--- src/rtl/cmd_proc_rx_pkg.sv ---
// Shared constants and helpers for the GTX receive-side command frame parser.
package cmd_proc_rx_pkg;

  localparam int          WORD_W     = 16;
  localparam int          FRAME_LEN  = 32;

  localparam logic [15:0] HDR0_WORD  = 16'h2410;
  localparam logic [15:0] HDR1_WORD  = 16'h1984;
  localparam logic [15:0] TAIL0_WORD = 16'hDBEF;
  localparam logic [15:0] TAIL1_WORD = 16'hE67B;
  localparam logic [15:0] IDLE_WORD  = 16'h02BC;

  localparam logic [15:0] TYPE_CONFIG = 16'h0001;
  localparam logic [15:0] TYPE_DATA   = 16'h0002;

  // Word indices within a frame; the body starts right after the two header words.
  localparam logic [4:0]  BODY_IDX  = 5'd2;
  localparam logic [4:0]  TYPE_IDX  = 5'd3;
  localparam logic [4:0]  CSUM_IDX  = 5'd29;
  localparam logic [4:0]  TAIL0_IDX = 5'd30;
  localparam logic [4:0]  LAST_IDX  = 5'd31;

  typedef enum logic [1:0] {
    CMD_REJECT = 2'b00,
    CMD_CONFIG = 2'b01,
    CMD_DATA   = 2'b10,
    CMD_OTHER  = 2'b11
  } cmd_type_e;

  typedef enum logic [1:0] {
    ST_HUNT = 2'b00,
    ST_HDR  = 2'b01,
    ST_BODY = 2'b10
  } state_e;

  function automatic cmd_type_e classify(input logic [15:0] type_word);
    cmd_type_e res;
    case (type_word)
      TYPE_CONFIG: res = CMD_CONFIG;
      TYPE_DATA:   res = CMD_DATA;
      default:     res = CMD_OTHER;
    endcase
    return res;
  endfunction

endpackage

--- src/rtl/cmd_proc_rx_if.sv ---
// Word stream from the GTX receiver and the resulting command pulse.
interface cmd_proc_rx_if;
  logic [15:0] RX_DATA;
  logic [1:0]  RXCTRL;
  logic        CMD;
  logic [1:0]  CMD_Type;

  modport master (output RX_DATA, output RXCTRL, input CMD, input CMD_Type);
  modport slave  (input RX_DATA, input RXCTRL, output CMD, output CMD_Type);
endinterface

--- src/rtl/cmd_proc_rx.sv ---
// Command frame parser: hunts for the 0x2410/0x1984 header, checks checksum and
// tail, and emits a one-cycle CMD pulse with a 2-bit classification.
module cmd_proc_rx
  import cmd_proc_rx_pkg::*;
(
  input  logic          clk,
  input  logic          rst_n,
  cmd_proc_rx_if.slave  rx
);

  state_e      state_r;
  logic [4:0]  cnt_r;
  logic [15:0] sum_r;
  logic [15:0] type_r;
  logic        bad_r;
  logic        cmd_r;
  logic [1:0]  cmd_type_r;

  logic        is_data_s;
  logic [15:0] word_s;

  assign is_data_s   = (rx.RXCTRL == 2'b00);
  assign word_s      = rx.RX_DATA;
  assign rx.CMD      = cmd_r;
  assign rx.CMD_Type = cmd_type_r;

  // Frame FSM with word counter, checksum accumulator and registered CMD outputs.
  always_ff @(posedge clk or negedge rst_n) begin
    if (!rst_n) begin
      state_r    <= ST_HUNT;
      cnt_r      <= 5'd0;
      sum_r      <= 16'h0000;
      type_r     <= 16'h0000;
      bad_r      <= 1'b0;
      cmd_r      <= 1'b0;
      cmd_type_r <= CMD_REJECT;
    end else begin
      cmd_r <= 1'b0;
      case (state_r)
        ST_HUNT: begin
          if (is_data_s && (word_s == HDR0_WORD)) begin
            state_r <= ST_HDR;
          end else begin
            state_r <= ST_HUNT;
          end
        end
        ST_HDR: begin
          if (is_data_s && (word_s == HDR1_WORD)) begin
            state_r <= ST_BODY;
            cnt_r   <= BODY_IDX;
            sum_r   <= 16'h0000;
            bad_r   <= 1'b0;
          end else if (is_data_s && (word_s == HDR0_WORD)) begin
            state_r <= ST_HDR;
          end else begin
            state_r <= ST_HUNT;
          end
        end
        ST_BODY: begin
          if (!is_data_s) begin
            // Any control word inside a frame aborts it; the word itself is dropped.
            cmd_r      <= 1'b1;
            cmd_type_r <= CMD_REJECT;
            cnt_r      <= 5'd0;
            state_r    <= ST_HUNT;
          end else if (cnt_r == LAST_IDX) begin
            cmd_r   <= 1'b1;
            cnt_r   <= 5'd0;
            state_r <= ST_HUNT;
            if (bad_r || (word_s != TAIL1_WORD)) begin
              cmd_type_r <= CMD_REJECT;
            end else begin
              cmd_type_r <= classify(type_r);
            end
          end else begin
            cnt_r <= cnt_r + 5'd1;
            if (cnt_r < CSUM_IDX) begin
              sum_r <= sum_r + word_s;
            end else if (cnt_r == CSUM_IDX) begin
              bad_r <= bad_r | (word_s != sum_r);
            end else begin
              bad_r <= bad_r | (word_s != TAIL0_WORD);
            end
            if (cnt_r == TYPE_IDX) begin
              type_r <= word_s;
            end else begin
              type_r <= type_r;
            end
          end
        end
        default: begin
          state_r <= ST_HUNT;
          cnt_r   <= 5'd0;
        end
      endcase
    end
  end

endmodule

--- src/flat_wrapper.sv ---
// flat-port wrapper written by rule: the top's interface ports become plain ports
module cmd_proc_rx_flat import cmd_proc_rx_pkg::*;
  (clk, rst_n, rx_RX_DATA, rx_RXCTRL, rx_CMD, rx_CMD_Type);
  cmd_proc_rx_if rx_i ();
  input  logic clk;
  input  logic rst_n;
  input wire logic [$bits(rx_i.RX_DATA)-1:0] rx_RX_DATA;
  input wire logic [$bits(rx_i.RXCTRL)-1:0] rx_RXCTRL;
  output wire logic [$bits(rx_i.CMD)-1:0] rx_CMD;
  output wire logic [$bits(rx_i.CMD_Type)-1:0] rx_CMD_Type;
  assign rx_i.RX_DATA = rx_RX_DATA;
  assign rx_i.RXCTRL = rx_RXCTRL;
  assign rx_CMD = rx_i.CMD;
  assign rx_CMD_Type = rx_i.CMD_Type;
  cmd_proc_rx u_core (.clk(clk), .rst_n(rst_n), .rx(rx_i));
endmodule
--- config.mk ---
export PLATFORM = sky130hd
export DESIGN_NAME = cmd_proc_rx_flat
export DESIGN_NICKNAME = d
export VERILOG_FILES = /design/src/rtl/cmd_proc_rx_pkg.sv /design/src/rtl/cmd_proc_rx_if.sv /design/src/rtl/cmd_proc_rx.sv /design/src/flat_wrapper.sv
export SDC_FILE = /design/constraint.sdc
export NUM_CORES = 1
export LEC_CHECK = 0
export BUFFER_PORTS_ARGS = -buffer_cell sky130_fd_sc_hd__buf_2
export CAP_MARGIN = 20
export CORE_AREA = 3 3 61 106
export CTS_CLUSTER_DIAMETER = 100
export DETAILED_ROUTE_END_ITERATION = 8
export DIE_AREA = 0 0 64 109
export PLACE_DENSITY_LB_ADDON = 0.25
export SYNTH_ARGS = -nofsm -noshare
export SYNTH_HDL_FRONTEND = slang
export SYNTH_SLANG_ARGS = --single-unit
--- constraint.sdc ---
create_clock -name clk -period 2.2 [get_ports clk]
set_input_delay 0.44 -clock clk [delete_from_list [all_inputs] [get_ports clk]]
set_output_delay 0.44 -clock clk [all_outputs]
set_load 0.02 [all_outputs]
**Word-level counts from Yosys, hierarchy flattened**

Cells that the tools add are included.

- Flip-flop bits (word level): 43
- Bits in writable memories: 0
- Memories: 0
- Bits in latches: 0
- Output and inout port bits: 3
- Memory bits (read-only): 0

- Div/mod/pow operators: 0
- Add/subtract/negate cells: 2
- Shifts and indexed selects: 0
- Bitwise gates (word level): 4
- Multiplexer cells: 27
- Reduce and logical (&&, ||, !) cells: 11
- Eq/ne operators: 19
- Order comparisons: 1
- $mul: 0

Operators with widths:

| kind | number |
|---|---|
| 2-to-1 mux 16 bit | 4 |
| != test 16 bit (second input constant) | 2 |
| one-hot mux 16 bit (2 select lines) | 1 |
| adder 16 bit | 1 |
| equality test 16 x 1 -> 1 bit (second input constant) | 1 |
| equality test 16 x 13 -> 1 bit (second input constant) | 1 |
| equality test 16 x 14 -> 1 bit (second input constant) | 1 |
| equality test 16 x 2 -> 1 bit (second input constant) | 1 |
| != test 16 bit | 1 |
| 2-to-1 mux 5 bit | 3 |
| one-hot mux 5 bit (3 select lines) | 1 |
| 2-to-1 mux 2 bit | 6 |
| equality test 5 bit (second input constant) | 2 |
| AND reduction 5 bit | 2 |
| 2-to-1 mux 1 bit | 9 |
| != test 2 x 1 -> 1 bit (second input constant) | 3 |
| != test 2 bit (second input constant) | 3 |
| one-hot mux 2 bit (3 select lines) | 1 |
| adder 5 x 1 -> 5 bit (second input constant) | 1 |
| equality test 5 x 2 -> 1 bit (second input constant) | 1 |
| less-than comparator 5 bit (second input constant) | 1 |
| logical NOT 2 bit | 2 |
| one-hot mux 2 bit (2 select lines) | 1 |
| AND reduction 2 bit | 2 |
| 10 further kinds | 13 |

**Depth between registers and ports, before layout**

- Depth after elaboration: 7
- Gate-level depth with buffers: 10
- Gate-level depth less buffers: 9

**Least setup slack after synthesis**

Ideal clock, no wire load.

- Path kind: reg2reg
- Start: register u_core.cnt_r[0]
- End: register u_core.sum_r[0]
- Cell stages (with the launch flop): 10
- Library setup time: 0.121 ns
- Path slack: -0.146 ns
- Data required time: 2.079 ns
- Arrival time: 2.225 ns
- Path buffers: 1
- Cell sequence: dfrtp_1 -> ha_1 -> and3_1 -> ha_1 -> o31ai_1 -> and2_1 -> nand2b_1 -> nand3_4 -> buf_6 -> a22o_1

- Cells in the longest elaborated chain, start to end: 3

RTL lines:

| element | line | text |
|---|---|---|
| start: declaration | cmd_proc_rx.sv:12 | `logic [4:0] cnt_r;` |
| start signal: assignment | cmd_proc_rx.sv:76 | `cnt_r <= cnt_r + 5'd1;` |
| less-than comparator 5 bit or equality test 5 bit (tied branches) | cmd_proc_rx.sv:77, cmd_proc_rx.sv:66 |  |
| != test 2 x 1 -> 1 bit (no source line) or != test 2 bit (tied branches) | n/a |  |
| AND reduction 5 bit (no source line) * | n/a |  |
| end signal: assignment | cmd_proc_rx.sv:78 | `sum_r <= sum_r + word_s;` |
| end: declaration | cmd_proc_rx.sv:13 | `logic [15:0] sum_r;` |

Every way passes the cells marked *; elsewhere a longest branch is shown, timed or not.
A chain may end at the register's enable or synchronous reset.

**Worst setup path in the final report**

- Start: register u_core.sum_r[0]
- End: register u_core.sum_r[6]

- Cells in the longest elaborated chain, start to end: 5

RTL lines:

| element | line | text |
|---|---|---|
| adder 16 bit | cmd_proc_rx.sv:78 |  |
| 2-to-1 mux 16 bit | cmd_proc_rx.sv:77 | `if (cnt_r < CSUM_IDX) begin` |
| 2-to-1 mux 16 bit | cmd_proc_rx.sv:66 | `end else if (cnt_r == LAST_IDX) begin` |
| 2-to-1 mux 16 bit | cmd_proc_rx.sv:60 | `if (!is_data_s) begin` |
| one-hot mux 16 bit (2 select lines) | cmd_proc_rx.sv:39 | `case (state_r)` |

Every way passes these cells. The select of a mux whose other input is x is not followed.

==> metrics.txt <==
# TYPE chip_impl_metric gauge
chip_impl_metric{name="post_cts_hold_buffer_count",unit=""} 0
chip_impl_metric{name="netlist_area",unit="µm²"} 3010
chip_impl_info{name="critPathMostFrequentCell",value="sky130_fd_sc_hd__buf_4"} 1
chip_impl_metric{name="floorplan.initialDensity",unit="%"} 53.5
chip_impl_metric{name="syn-instance-count",unit=""} 313
chip_impl_metric{name="clk_transition_reported_paths",unit="ns"} 0.08
chip_impl_metric{name="worst_ir_drop_vdd",unit="µV"} 236
chip_impl_metric{name="gp_congestion",unit=""} 0.878
chip_impl_metric{name="post_synth_arst_share",unit="%"} 100
chip_impl_info{name="post-synth-top-area-cell",value="sky130_fd_sc_hd__dfrtp_1"} 1
chip_impl_info{name="synth.area.top_cells",value="sky130_fd_sc_hd__dfrtp_1, sky130_fd_sc_hd__ha_1, sky130_fd_sc_hd__mux2_2"} 1
chip_impl_info{name="timing.critical_path.slowest_stage_cell",value="sky130_fd_sc_hd__dfrtp_1"} 1
chip_impl_metric{name="timing.reg2reg.setup_slack",unit="ns"} 0.01
chip_impl_metric{name="ys_seq_area_share",unit="%"} 35.7
chip_impl_metric{name="gr-total-overflow",unit=""} 0
chip_impl_info{name="cts-root-buf",value="sky130_fd_sc_hd__clkbuf_8"} 1
chip_impl_metric{name="cp_data_required_time",unit="ns"} 2.41
chip_impl_metric{name="postSynthAreaPerCell",unit="µm²"} 9.62
chip_impl_metric{name="worst-path-max-fanout",unit=""} 2
chip_impl_metric{name="top_level_ports",unit=""} 23
chip_impl_metric{name="cts_buffers",unit=""} 5
chip_impl_metric{name="dp_hpwl",unit="µm"} 7110
chip_impl_metric{name="final_antenna_net_count",unit=""} 0
chip_impl_info{name="most_common_cell_in_the_netlist",value="sky130_fd_sc_hd__dfrtp_1"} 1
chip_impl_metric{name="design.final.nets",unit=""} 452
chip_impl_metric{name="setup-violations-final",unit=""} 0
chip_impl_metric{name="fin_setup_tns",unit="ns"} 0
chip_impl_metric{name="proportion_of_layout_cells_with_a_drive_suffix_above_1",unit="%"} 41.2
chip_impl_metric{name="min_period_over_period",unit="%"} 99.6
chip_impl_info{name="cts_tree",value="yes"} 1
chip_impl_metric{name="clock_insertion_delay_worst_skew",unit="ns"} 0.32
chip_impl_metric{name="synth_edf_count",unit=""} 0
chip_impl_metric{name="row_cnt",unit=""} 36
chip_impl_info{name="rsz_0062_raised_after_global_routing",value="true"} 1
chip_impl_info{name="crit_path_start_kind",value="register"} 1
chip_impl_metric{name="synth.top_cell.area_share",unit="%"} 35.7
chip_impl_metric{name="die-width",unit="µm"} 64
chip_impl_metric{name="die_area",unit="µm²"} 6980
chip_impl_metric{name="final_core_utilization",unit="%"} 72.3
chip_impl_metric{name="syn_to_final_growth",unit="%"} 35.1
chip_impl_metric{name="clkSinkCount",unit=""} 43
chip_impl_metric{name="detail_route.wl_per_cell",unit="µm"} 19.6
chip_impl_metric{name="grt_start_max_net_pins",unit=""} 35
chip_impl_metric{name="worst_clock_skew",unit="ns"} 0.00581
chip_impl_metric{name="timing.final.crit_period",unit="ns"} 2.19
chip_impl_metric{name="cts_htree_levels",unit=""} 2
chip_impl_metric{name="cpPeakStageDelay",unit="ns"} 0.39
chip_impl_metric{name="rr_worst_depth",unit=""} 10
chip_impl_info{name="dominant_synthesized_flop_cell",value="sky130_fd_sc_hd__dfrtp_1"} 1
chip_impl_metric{name="critical_path_arrival",unit="ns"} 2.40
chip_impl_metric{name="leakage",unit="nW"} 1.93
chip_impl_metric{name="grt.total_usage",unit="%"} 28.4
chip_impl_metric{name="routed_wl",unit="µm"} 9520
chip_impl_metric{name="antenna_found_initial",unit=""} 0
chip_impl_metric{name="num_antenna_cells",unit=""} 0
chip_impl_metric{name="timing_max_transition_violations_final",unit=""} 0
chip_impl_info{name="critical_path_class",value="reg -> reg"} 1
chip_impl_metric{name="floorplan.die.height",unit="µm"} 109
chip_impl_metric{name="tightestPinTransition",unit="ns"} 0.774
chip_impl_metric{name="slew_headroom",unit="%"} 48.4
chip_impl_metric{name="remaining_drc_errors",unit=""} 0
chip_impl_info{name="hold_path.class",value="in -> async"} 1
chip_impl_info{name="status",value="completed"} 1
chip_impl_metric{name="buffer_ports.inserted",unit=""} 22
chip_impl_metric{name="hold_viol",unit=""} 0
chip_impl_metric{name="clock_path_buffers",unit=""} 2
chip_impl_metric{name="maxCapViolCount",unit=""} 0
chip_impl_metric{name="p_per_area",unit="nW/µm²"} 397
chip_impl_metric{name="layout.filler_cells",unit=""} 444
chip_impl_metric{name="core_outline_area",unit="µm²"} 5630
chip_impl_metric{name="routed-via-count",unit=""} 2998
chip_impl_metric{name="via_count_of_the_first_global_routing_pass",unit=""} 3169
chip_impl_info{name="synth_common_cells",value="sky130_fd_sc_hd__dfrtp_1, sky130_fd_sc_hd__nand2_1, sky130_fd_sc_hd__ha_1"} 1
chip_impl_metric{name="first_iter_violations",unit=""} 164
chip_impl_metric{name="synth.net_count",unit=""} 355
chip_impl_metric{name="drt_pass1_iterations",unit=""} 5
chip_impl_metric{name="timing.fmax",unit="GHz"} 0.457
chip_impl_metric{name="grt_first_pass_wirelength",unit="µm"} 14900
chip_impl_metric{name="synth_warnings",unit=""} 0
chip_impl_metric{name="postSynthRegisterBits",unit=""} 43
chip_impl_info{name="timing.critical_path.to_type",value="register"} 1
chip_impl_info{name="critical_path.cell_chain",value="ha_2 > inv_1 > fa_2 > nor2b_2 > o2111ai_2 > a31oi_4 > buf_4 > buf_4 > buf_4 > o41ai_2"} 1
chip_impl_metric{name="drt-vias-per-instance",unit=""} 6.17
chip_impl_metric{name="yosys_cell_types",unit=""} 64
[power by group]
| group | switching [mW] | internal (mW) | total [mW] |
|---|---|---|---|
| clock network | 0.292 | 0.332 | 0.624 |
| registers | 0.00000708 | 0.789 | 0.789 |
| logic | 0.112 | 0.0905 | 0.202 |
[state kept, by name, indices dropped and copies added, names as in the netlist]
register,count
u_core.bad_r,1
u_core.cnt_r,5
u_core.rx.CMD,1
u_core.rx.CMD_Type,2
u_core.state_r,2
u_core.sum_r,16
u_core.type_r,16
[cells in the final DEF, fill, tap and decap left out, drive strengths merged, types with 3 or more instances in the layout]
| cell type | n |
|---|---|
| dfrtp | 43 |
| nand2b | 6 |
| xnor2 | 16 |
| nor2 | 11 |
| o22ai | 5 |
| nor4 | 12 |
| o21ai | 17 |
| a21o | 9 |
| and3 | 4 |
| nand2 | 33 |
| a21oi | 14 |
| inv | 16 |
| or4 | 3 |
| clkbuf | 5 |
| mux2 | 14 |
| buf | 96 |
| nand4 | 7 |
| a22o | 11 |
| nor3 | 3 |
| a31oi | 6 |
| o2111ai | 3 |
| ha | 21 |
| nand3 | 9 |
| xor2 | 5 |
| o31ai | 4 |
[worst paths after layout]
kind / to / startpoint
hold / removal: u_core.type_r[14]$_DFFE_PN0P_ / rst_n
min in group clk: u_core.type_r[14]$_DFFE_PN0P_ / rx_RX_DATA[14]
hold reg to reg: u_core.rx.CMD_Type[0]$_DFFE_PN0P_ / u_core.rx.CMD_Type[0]$_DFFE_PN0P_
max in group asynchronous: u_core.sum_r[13]$_DFFE_PN0P_ / rst_n
setup / recovery: u_core.sum_r[6]$_DFFE_PN0P_ / u_core.sum_r[0]$_DFFE_PN0P_
setup reg to reg: u_core.sum_r[6]$_DFFE_PN0P_ / u_core.sum_r[0]$_DFFE_PN0P_
[final cells by class]
type | count | area (µm²) | share of cell area, %
Multi-Input combinational cell | 248 | 2040 | 50.2
Sequential cell | 43 | 1080 | 26.4
Timing Repair Buffer | 96 | 691 | 17.0
Tap cell | 76 | 95.1 | 2.34
Clock buffer | 5 | 68.8 | 1.69
Inverter | 16 | 60.1 | 1.48
Clock inverter | 2 | 37.5 | 0.923
[logic make-up (layout without fill, tap and decap cells)]
group	after synthesis	in the layout	synth area share [%]
AND/OR/NAND/NOR	100	102	18.6
multiplexers	14	14	5.23
adder cells (fa/ha/maj)	22	22	9.39
buffers and inverters	24	119	3.41
AO/OA/AOI/OAI	89	89	21.5
flip-flops	43	43	35.7
XOR/XNOR	21	21	6.11
[through the flow]
| step | power, mW | area [µm²] | setup WS (ns) | std cells | hold slack [ns] |
|---|---|---|---|---|---|
| 3_3_place_gp | 0.992 | 3740 | -0.248 | 474 | 0.458 |
| 3_5_place_dp | 0.996 | 3740 | -0.294 | 474 | 0.484 |
| 6_report | 1.62 | 4070 | 0.00966 | 486 | 0.195 |
| 2_1_floorplan | 0.873 | 3030 | 0.00967 | 313 | 0.144 |
| 5_1_grt | 1.67 | 4070 | -0.0655 | 486 | 0.246 |
| 4_1_cts | 1.61 | 3910 | 0.00284 | 484 | 0.221 |
[what timing repair did]
item                       in CTS  in global routing
resized for setup              11                 25
pin swaps                       3                  5
setup endpoints to repair      13                 15
gates cloned                    1                  1
buffers inserted                2                  1
[critical path: cells and delay by family (launching register included)]
kind	cells	cell delay [ns]
compound gates	3	0.71
flops	1	0.39
simple gates	1	0.06
buf+inv	4	0.49
fa+ha+maj	2	0.43
[layer usage]
| metal | GRT usage, % | routed length, µm |
|---|---|---|
| met5 | 0 | 0 |
| met1 | 27.0 | 3230 |
| met3 | 4.95 | 363 |
| met2 | 52.5 | 5310 |
| met4 | 22.3 | 607 |
(Power assumes the default switching activity.)
